`src/rtl/memory_word_loader.sv`:
```
// Byte-serial memory read sequencer feeding the Data Register: fetches 1/2/4 bytes
// MSB-first and steers DR_I/DR_E/DR_FunSel so the extended value assembles in DROut.
module memory_word_loader #(
  parameter int ADDR_WIDTH  = 16,
  parameter int MEM_LATENCY = 1
) (
  input  logic                  Clock,
  input  logic                  Reset,
  input  logic                  Start,
  input  logic [ADDR_WIDTH-1:0] BaseAddr,
  input  logic [1:0]            Size,
  input  logic                  SignExt,
  input  logic                  LittleEnd,
  input  logic [7:0]            MemData,
  output logic [ADDR_WIDTH-1:0] MemAddr,
  output logic                  MemRead,
  output logic [7:0]            DR_I,
  output logic                  DR_E,
  output logic [1:0]            DR_FunSel,
  output logic                  Busy,
  output logic                  Done,
  output logic                  Err
);

  localparam logic [1:0] IDLE = 2'd0;
  localparam logic [1:0] REQ  = 2'd1;
  localparam logic [1:0] LOAD = 2'd2;
  localparam logic [1:0] DONE = 2'd3;

  localparam int              CNT_W    = (MEM_LATENCY > 1) ? $clog2(MEM_LATENCY) : 1;
  localparam logic [CNT_W-1:0] LAST_CNT = CNT_W'(MEM_LATENCY - 1);

  logic [1:0]            state_q, state_d;
  logic [ADDR_WIDTH-1:0] addr_q, addr_d;
  logic [CNT_W-1:0]      cnt_q, cnt_d;
  logic [1:0]            left_q, left_d;
  logic                  sign_q, sign_d;
  logic                  little_q, little_d;
  logic                  first_q, first_d;
  logic                  mem_read_q, mem_read_d;
  logic [7:0]            dr_i_q, dr_i_d;
  logic                  dr_e_q, dr_e_d;
  logic [1:0]            dr_funsel_q, dr_funsel_d;
  logic                  busy_q, busy_d;
  logic                  done_q, done_d;
  logic                  err_q, err_d;

  logic [1:0] req_left;

  always_comb begin
    case (Size)
      2'b00:   req_left = 2'd0;
      2'b01:   req_left = 2'd1;
      default: req_left = 2'd3;
    endcase
  end

  // Little-endian operands start at the highest address so the MSB byte always arrives first.
  always_comb begin
    state_d     = state_q;
    addr_d      = addr_q;
    cnt_d       = cnt_q;
    left_d      = left_q;
    sign_d      = sign_q;
    little_d    = little_q;
    first_d     = first_q;
    mem_read_d  = mem_read_q;
    dr_i_d      = dr_i_q;
    dr_e_d      = 1'b0;
    dr_funsel_d = dr_funsel_q;
    done_d      = 1'b0;
    err_d       = 1'b0;

    case (state_q)
      IDLE: begin
        if (Start) begin
          if (Size == 2'b11) begin
            err_d = 1'b1;
          end else begin
            state_d    = REQ;
            left_d     = req_left;
            sign_d     = SignExt;
            little_d   = LittleEnd;
            first_d    = 1'b1;
            cnt_d      = '0;
            mem_read_d = 1'b1;
            addr_d     = LittleEnd ? BaseAddr + ADDR_WIDTH'(req_left) : BaseAddr;
          end
        end
      end
      REQ: begin
        if (cnt_q == LAST_CNT) begin
          state_d     = LOAD;
          mem_read_d  = 1'b0;
          dr_i_d      = MemData;
          dr_e_d      = 1'b1;
          dr_funsel_d = first_q ? (sign_q ? 2'b00 : 2'b01) : 2'b10;
        end else begin
          cnt_d = cnt_q + 1'b1;
        end
      end
      LOAD: begin
        first_d = 1'b0;
        if (left_q != 2'd0) begin
          state_d    = REQ;
          left_d     = left_q - 2'd1;
          cnt_d      = '0;
          mem_read_d = 1'b1;
          addr_d     = little_q ? addr_q - 1'b1 : addr_q + 1'b1;
        end else begin
          state_d = DONE;
          done_d  = 1'b1;
        end
      end
      default: begin
        state_d = IDLE;
      end
    endcase

    busy_d = (state_d != IDLE);
  end

  always_ff @(posedge Clock or negedge Reset) begin
    if (!Reset) begin
      state_q     <= IDLE;
      addr_q      <= '0;
      cnt_q       <= '0;
      left_q      <= 2'd0;
      sign_q      <= 1'b0;
      little_q    <= 1'b0;
      first_q     <= 1'b0;
      mem_read_q  <= 1'b0;
      dr_i_q      <= 8'h00;
      dr_e_q      <= 1'b0;
      dr_funsel_q <= 2'b00;
      busy_q      <= 1'b0;
      done_q      <= 1'b0;
      err_q       <= 1'b0;
    end else begin
      state_q     <= state_d;
      addr_q      <= addr_d;
      cnt_q       <= cnt_d;
      left_q      <= left_d;
      sign_q      <= sign_d;
      little_q    <= little_d;
      first_q     <= first_d;
      mem_read_q  <= mem_read_d;
      dr_i_q      <= dr_i_d;
      dr_e_q      <= dr_e_d;
      dr_funsel_q <= dr_funsel_d;
      busy_q      <= busy_d;
      done_q      <= done_d;
      err_q       <= err_d;
    end
  end

  assign MemAddr   = addr_q;
  assign MemRead   = mem_read_q;
  assign DR_I      = dr_i_q;
  assign DR_E      = dr_e_q;
  assign DR_FunSel = dr_funsel_q;
  assign Busy      = busy_q;
  assign Done      = done_q;
  assign Err       = err_q;

endmodule

```
`config.mk`:
```
export PLATFORM = sky130hd
export DESIGN_NAME = memory_word_loader
export DESIGN_NICKNAME = d
export VERILOG_FILES = /design/src/rtl/memory_word_loader.sv
export SDC_FILE = /design/constraint.sdc
export NUM_CORES = 1
export LEC_CHECK = 0
export CAP_MARGIN = 0
export CORE_MARGIN = 2
export CORE_UTILIZATION = 35
export DETAILED_ROUTE_END_ITERATION = 10
export SKIP_LAST_GASP = 1
export SLEW_MARGIN = 15
export SYNTH_ARGS = -nofsm -noshare
export SYNTH_HDL_FRONTEND = slang
export SYNTH_SLANG_ARGS = --single-unit
```
`constraint.sdc`:
```
create_clock -name Clock -period 2.7 [get_ports Clock]
set_input_delay 0.54 -clock Clock [delete_from_list [all_inputs] [get_ports Clock]]
set_output_delay 0.54 -clock Clock [all_outputs]
set_load 0.01 [all_outputs]
```
-- After elaboration in Yosys (flattened, before gate mapping)
Index checks and enable logic that the tools add are counted.
- add/sub/neg operators: 5
- equality and inequality tests: 8
- multiplexer cells: 36
- bitwise gates (word level): 2
- reduce and logical (&&, ||, !) cells: 12
- operator list (kind ; count):
    $mux 16 ; 5
    $pmux 16 s2 ; 1
    $add 16x1->16 const B ; 1
    $add 16x2->16 ; 1
    $mux 1 ; 16
    $mux 2 ; 8
    $sub 16x1->16 const B ; 1
    $ne 2x2->1 const B ; 4
    $pmux 2 s2 ; 2
    $reduce_and 4->1 ; 2
    $pmux 1 s3 ; 2
    $pmux 2 s3 ; 1
    $reduce_and 3->1 ; 2
    $reduce_bool 2->1 ; 3
    $reduce_and 5->1 ; 1
    $eq 2x1->1 const B ; 2
    $eq 2x2->1 const B ; 2
    $logic_not 2->1 ; 2
    $reduce_bool 3->1 ; 1
    $not 1->1 ; 2
    $pmux 1 s2 ; 1
    $reduce_and 2->1 ; 1
    $sub 2x1->2 const B ; 1
    $add 1x1->1 const B ; 1
- register bits after elaboration: 39
- input port bits: 31
- output and inout bits: 31

-- Longest topological paths before layout
Gate-level depths: netlist of the first run.
- depth in word-level cells: 7
- mapped depth: 11
- mapped depth without buffers: 11

-- Worst setup path before layout of the first run
No wires, ideal clock.
- path kind: flip-flop to flip-flop
- start point: register little_q
- end point: register addr_q[12], in the netlist MemAddr[12]
- arrival: 2.289 ns
- data required time: 2.576 ns
- setup slack: 0.288 ns
- cell stages (with the launch flop): 9
- path buffers: 0
- path through: dfrtp_1 > fa_1 > a211oi_2 > o21bai_1 > a21o_1 > a41oi_2 > nand2b_1 > mux2_2 > a2bb2oi_1
- longest elaborated chain between the ends: 3
- ends and longest elaborated chain (what ; RTL line ; RTL):
    start: declaration ; 38 ; logic little_q, little_d;
    start signal: assignment ; 145 ; little_q <= little_d;
    $mux 16 ; 109 ; addr_d = little_q ? addr_q - 1'b1 : addr_q + 1'b1;
    $mux 16 ; 104 ; if (left_q != 2'd0) begin
    $pmux 16 s2 ; 74 ; case (state_q)
    end signal: assignment ; 141 ; addr_q <= addr_d;
    end: declaration ; 34 ; logic [ADDR_WIDTH-1:0] addr_q, addr_d;
Every way passes these cells. The select of a mux whose other input is x is not followed.
A chain may end at the register's enable or synchronous reset.

-- Final worst setup path of the first run
- start point: input port Size[1]
- end point: register addr_q[12], in the netlist MemAddr[12]
- longest elaborated chain between the ends: 7
- ends and longest elaborated chain (what ; RTL line ; RTL):
    start: declaration ; 11 ; input logic [1:0] Size,
    $eq 2x1->1 / $logic_not 2->1 (equally long branches) ; 51 ; case (Size)
    $pmux 2 s2 ; 51 ;
    $add 16x2->16 ; 87 ; addr_d = LittleEnd ? BaseAddr + ADDR_WIDTH'(req_left) : BaseAddr;
    $mux 16 ; 87 ;
    $mux 16 ; 77 ; if (Size == 2'b11) begin
    $mux 16 ; 76 ; if (Start) begin
    $pmux 16 s2 ; 74 ;
Several ways; a longest one is shown, not always the timed one. The select of a mux whose other input is x is not followed.

==> flow_summary.yaml, run 1 <==
status:
  outcome: "finished clean"
pwr:
  p_sw_mw: 2.23
  power_mw: 5.08
  ir_drop_mv: 0.552
  clkPwrFrac_pct: 9.8
  powerDensity_nw_per_um2: 1430
  p_int_mw: 2.86
  p_seq_share_pct: 21.5
  leakage_nw: 1.51
  power_frac_comb_pct: 68.8
  swShare_pct: 43.8
synthesis:
  synth_edf_count: 0
  netlist_area_um2: 2660
  synth_nets: 343
  ys_seq_area_share_pct: 35.8
  yosysUniqueCellTypes: 46
  synthCells: 293
  yosys_register_bits: 38
  ys.flop_type: "dfrtp_1"
  syn-mean-instance-area_um2: 9.07
  ys_async_sr_fraction_pct: 100
  ys_warn_count: 0
setup_path:
  critical_path_class: "in -> reg"
  crit_fanout: 3
  arrival_ns: 2.75
  ff2ff_path_depth: 8
  end_kind: "flop"
  crit_required_ns: 2.92
  cp-start-kind: "input pin"
route:
  routed_wirelength_mm: 6.64
  drcViolationCount: 0
  ant_nets: 0
  first_pass_iters: 4
  num_vias: 2332
  routed_via_density: 5.06
  wl_per_cell_um: 14.4
  drt_iter0_markers: 77
global_routing:
  first_global_vias: 2241
  grt_first_pass_wirelength_mm: 11.2
  grt_remaining_overflow: 0
  grt_max_degree: 39
  grt.total_usage_pct: 16.9
  antenna_found_initial: 0
cts:
  clk_path_buf_depth: 2
  insertion_delay_ns: 0.29
  postCtsHoldBufs: 0
  root_buffer: "clkbuf_8"
  cts_tree: "yes"
  numCtsBuffers: 5
  cts_setup_buffers: 0
  cts.sinks: 38
  path_clk_slew_ns: 0.08
  cts_htree_levels: 2
sta:
  relSlewSlack_pct: 41.0
  fmax_ghz: 0.396
  finalCritPeriodShare_pct: 93.6
  rsz0062_at_grt: "yes"
  worst_slew_pin_slew_ns: 0.884
  hold_viol_final: 0
  fin_crit_ns: 2.53
  setup_viol: 0
  skew_ns: 0.00857
  drv_slew: 0
placement:
  hpwl_mm: 5.15
  place_inst: 454
  portBuffers: 61
  place.gp.congestion: 0.874
floorplanning:
  io-pin-count: 62
  die_area_um2: 8310
  rows: 31
  start_util_pct: 36.4
  die_h_um: 91.1
  die_w_um: 91.1
  core_um2: 7290
final_layout:
  layout_commonest_cell: "clkdlybuf4s50_1"
  fin_cells: 461
  nets: 412
  num_antenna_cells: 0
  area_delta_synth_final_pct: 33.8
  drive_gt1_share_pct: 13.8
  nFillCells: 744
  layout_common_cells: "clkdlybuf4s50_1, dfrtp_1, a21oi_1, nand2_1, nor2_1"
worst_hold_path:
  min_path_type: "in -> async"
flow_run:
  cap_violations: 0
[metal layers]
metal	track usage (%)	up-vias	routed length (um)
met5	0	-	0
met4	3.54	0	54
met3	4.32	5	331
met2	25.5	65	2870
met1	24.4	1094	3380
li1	-	1168	-
[worst paths after layout]
| kind | start | to | slack [ns] |
|---|---|---|---|
| max | Size[1] | MemAddr[12] | 0.17 |
| min | Reset | sign_q | 0.37 |
| max reg2reg | little_q | MemAddr[12] | 0.23 |
| min reg2reg | sign_q | sign_q | 0.50 |
| max in group asynchronous | Reset | MemAddr[8] | 1.78 |
| min in group Clock | sign_q | sign_q | 0.50 |
[stage by stage]
step                      TNS (ns)  hold slack (ns)  instance area, um2  worst slack [ns]  util (%)
after floorplan                  0            0.244                2660             0.288         -
after global placement      -0.537            0.482                3430            -0.218      47.1
after detailed placement    -0.624            0.490                3430            -0.233      47.1
after CTS                        0            0.383                3550            0.0737      48.6
after global routing       -0.0266            0.429                3550           -0.0266      48.7
final                            0            0.369                3550             0.174      48.7
[cell type report]
cell class	count	area [um2]	share of cell area (%)
Tap cell	99	124	3.48
Inverter	8	30.0	0.845
Clock buffer	6	82.6	2.32
Sequential cell	38	951	26.8
Multi-Input combinational cell	235	1630	45.9
Clock inverter	1	30.0	0.845
Timing Repair Buffer	74	706	19.9
[state kept, by name, indices dropped and copies added (netlist names)]
register	flops
first_q	1
left_q	2
Busy	1
state_q	2
DR_I	8
Err	1
Done	1
MemAddr	16
DR_FunSel	2
little_q	1
sign_q	1
MemRead	1
DR_E	1
[cell usage after synthesis, drive strengths merged (5+ instances only)]
cell	count	area share [%]
nand2	31	4.4
clkbuf	7	0.99
buf	5	0.89
xor2	9	3.0
xnor2	17	5.6
inv	8	1.1
a21oi	34	6.8
ha	17	8.0
mux2	14	5.9
dfrtp	38	36
nand3	8	1.5
o21ai	21	4.0
a21o	5	1.5
nor2	21	3.0
[worst max-delay path: stages]
cell             delay, ns
clkdlybuf4s50_1       0.47
or2_2                 0.12
ha_2                  0.17
inv_1                 0.05
fa_1                  0.35
and2b_1               0.21
and2b_1               0.14
and4_4                0.25
nand3_1               0.09
xnor2_1               0.17
o21ai_1               0.07
a2bb2oi_1             0.12
[power by group through the flow]
stage	logic, mW	registers (mW)	clock network (mW)
6_report	3.50	1.09	0.497
5_1_grt	3.89	1.14	0.540
4_1_cts	3.51	1.10	0.513
3_5_place_dp	3.49	1.11	0
3_3_place_gp	3.45	1.10	0
2_1_floorplan	2.30	1.16	0
[logic make-up after synthesis]
kind of cell	Yosys count	share of synthesized area, %
AO/OA/AOI/OAI	81	19.1
XOR/XNOR	26	8.57
adder cells (fa/ha/maj)	19	9.51
buffers and inverters	20	3.01
flip-flops	38	35.8
multiplexers	18	7.44
AND/OR/NAND/NOR	91	16.6
[timing repair]
action                     4_1_cts  5_1_grt
gates resized for setup          0        5
hold endpoints to repair         0        0
setup endpoints to repair        0        4
Power figures use the tool's default switching activity.
==> run 2, diff against run 1 <==
--- a/config.mk
+++ b/config.mk
@@ -10,4 +10,5 @@
 export CORE_UTILIZATION = 35
 export DETAILED_ROUTE_END_ITERATION = 10
+export REMOVE_ABC_BUFFERS = 1
 export SKIP_LAST_GASP = 1
 export SLEW_MARGIN = 15
==> constraint.sdc (replaced) <==
create_clock -name Clock -period 2.7 [get_ports Clock]
set_input_delay 0.54 -clock Clock [delete_from_list [all_inputs] [get_ports Clock]]
set_output_delay 0.54 -clock Clock [all_outputs]
set_load 0.02 [all_outputs]
==> run 2 against run 1 <==
Net effect:
- clock power grew 20%
- design area grew 0.99%
- die area is the same
- worst hold slack gained 0.0072 ns
- flip-flop and latch count is the same
- routed wire length is essentially flat
- clock skew shrank 0.0035 ns
- critical path depth is the same
- fmax shrank 1.9%
- combinational power grew 4%
- critical endpoint unchanged
- highest routed layer unchanged
==> flow_summary.yaml, run 2 (synthesized netlist as in run 1, its figures left out) <==
setup_path:
  crit_fanout: 3
  cp-start-kind: "input pin"
  cp_common_cell: "and2b_1"
  worst_path_max_delay_cell: "clkdlybuf4s50_1"
  critical_path.cell_chain: "clkdlybuf4s50_1 > or2_2 > ha_1 > inv_1 > fa_1 > and2b_1 > and2b_1 > and4_4 > nand3_1 > xnor2_1 > o21ai_0 > a2bb2oi_1"
  arrival_ns: 2.76
  slowest_delay_ns: 0.47
  critical_path_class: "in -> reg"
  crit_required_ns: 2.88
  worst-path-buf-inv: 2
  cp_top_family: "simple AND/OR/NAND/NOR gates"
  end_kind: "flop"
final_layout:
  layout_commonest_cell: "clkdlybuf4s50_1"
  largest_reg_flops: 16
  area_delta_synth_final_pct: 35.1
  layout_common_cells: "clkdlybuf4s50_1, dfrtp_1, a21oi_1, nand2_1, nor2_1"
  drive_gt1_share_pct: 14.2
  num_antenna_cells: 0
  fin_cells: 464
  nets: 414
cts:
  cts_setup_buffers: 0
  path_clk_slew_ns: 0.08
  numCtsBuffers: 5
  insertion_delay_ns: 0.29
  cts.sinks: 38
  cts_htree_levels: 2
  cts_resized: 0
  clk_path_buf_depth: 2
  cts_tree: "yes"
  postCtsHoldBufs: 0
  root_buffer: "clkbuf_8"
route:
  num_vias: 2332
  drt_iter0_markers: 120
  routed_via_density: 5.03
  ant_nets: 0
  routed_wirelength_mm: 6.63
  wl_per_cell_um: 14.3
  first_pass_iters: 4
  drcViolationCount: 0
global_routing:
  grt_util_met2_pct: 27.9
  antenna_found_initial: 0
  first_global_vias: 2361
  met3_usage_pct: 3.15
  top_usage_layer: "met2"
  grt.total_usage_pct: 16.7
  grt_first_pass_wirelength_mm: 11.3
  grt_max_degree: 39
  grt_util_met1_pct: 22.9
  grt_remaining_overflow: 0
sta:
  rsz0062_at_grt: "yes"
  fin_setup_tns_ns: 0
  worst_slack_ns: 0.124
  hold_viol_final: 0
  whs_ns: 0.376
  worst_slew_pin_slew_ns: 0.906
  skew_ns: 0.00506
  setup_viol: 0
  relSlewSlack_pct: 39.6
  fin_crit_ns: 2.58
  finalCritPeriodShare_pct: 95.4
  fmax_ghz: 0.388
  drv_slew: 0
worst_hold_path:
  min_path_type: "in -> async"
pwr:
  ir_drop_mv: 0.680
  power_mw: 5.33
  powerDensity_nw_per_um2: 1480
  leakage_nw: 1.52
placement:
  place_ws_ns: -0.211
  hpwl_mm: 5.08
  place_inst: 456
  portBuffers: 61
  place.gp.congestion: 0.885
floorplanning:
  rows: 31
  die_w_um: 91.1
  start_util_pct: 36.4
  die_area_um2: 8310
  die_h_um: 91.1
  core_um2: 7290
  io-pin-count: 62
status:
  outcome: "finished clean"
flow_run:
  cap_violations: 0
## run 2: routing by layer
metal / vias up / part of all wire (%)
met4: 0 / 0.54
met1: 1106 / 48
met2: 47 / 47
met5: - / 0
met3: 4 / 4.1
li1: 1175 / -
## run 2: layout make-up
type | count | area (um2)
sequential | 38 | 951
clock inverter | 3 | 68.8
timing repair buffer | 76 | 718
multi-input combinational | 235 | 1630
fill | 719 | 3700
clock buffer | 5 | 68.8
inverter | 8 | 30.0
tap | 99 | 124
## run 2: metrics by stage
step	cell area (um2)	util, %
after floorplan	2610	-
after global placement	3450	47.3
after detailed placement	3450	47.3
after CTS	3590	49.2
after global routing	3590	49.2
final	3590	49.2
## run 2: path summary, 6_finish.rpt
path	from	depth (start not counted)	slack, ns	to
worst max-delay path	Size[0]	12	0.12	MemAddr[12]
worst min-delay path	Reset	1	0.38	MemAddr[0]
worst max register to register	little_q	9	0.18	MemAddr[15]
worst min register to register	DR_I[5]	1	0.51	DR_I[5]
max in group asynchronous	Reset	1	1.76	sign_q
min in group Clock	DR_I[5]	1	0.51	DR_I[5]
## run 2: where the power goes
group          total, mW  switching (mW)  internal, mW
registers           1.09           0.228         0.861
clock network      0.595           0.225         0.371
logic               3.65            1.94          1.70
==> run 3, diff against run 2 <==
SLEW_MARGIN = not set   (was 15)
==> results of run 3 <==
The final DEF is identical to that of run 2; final timing and power are the same.
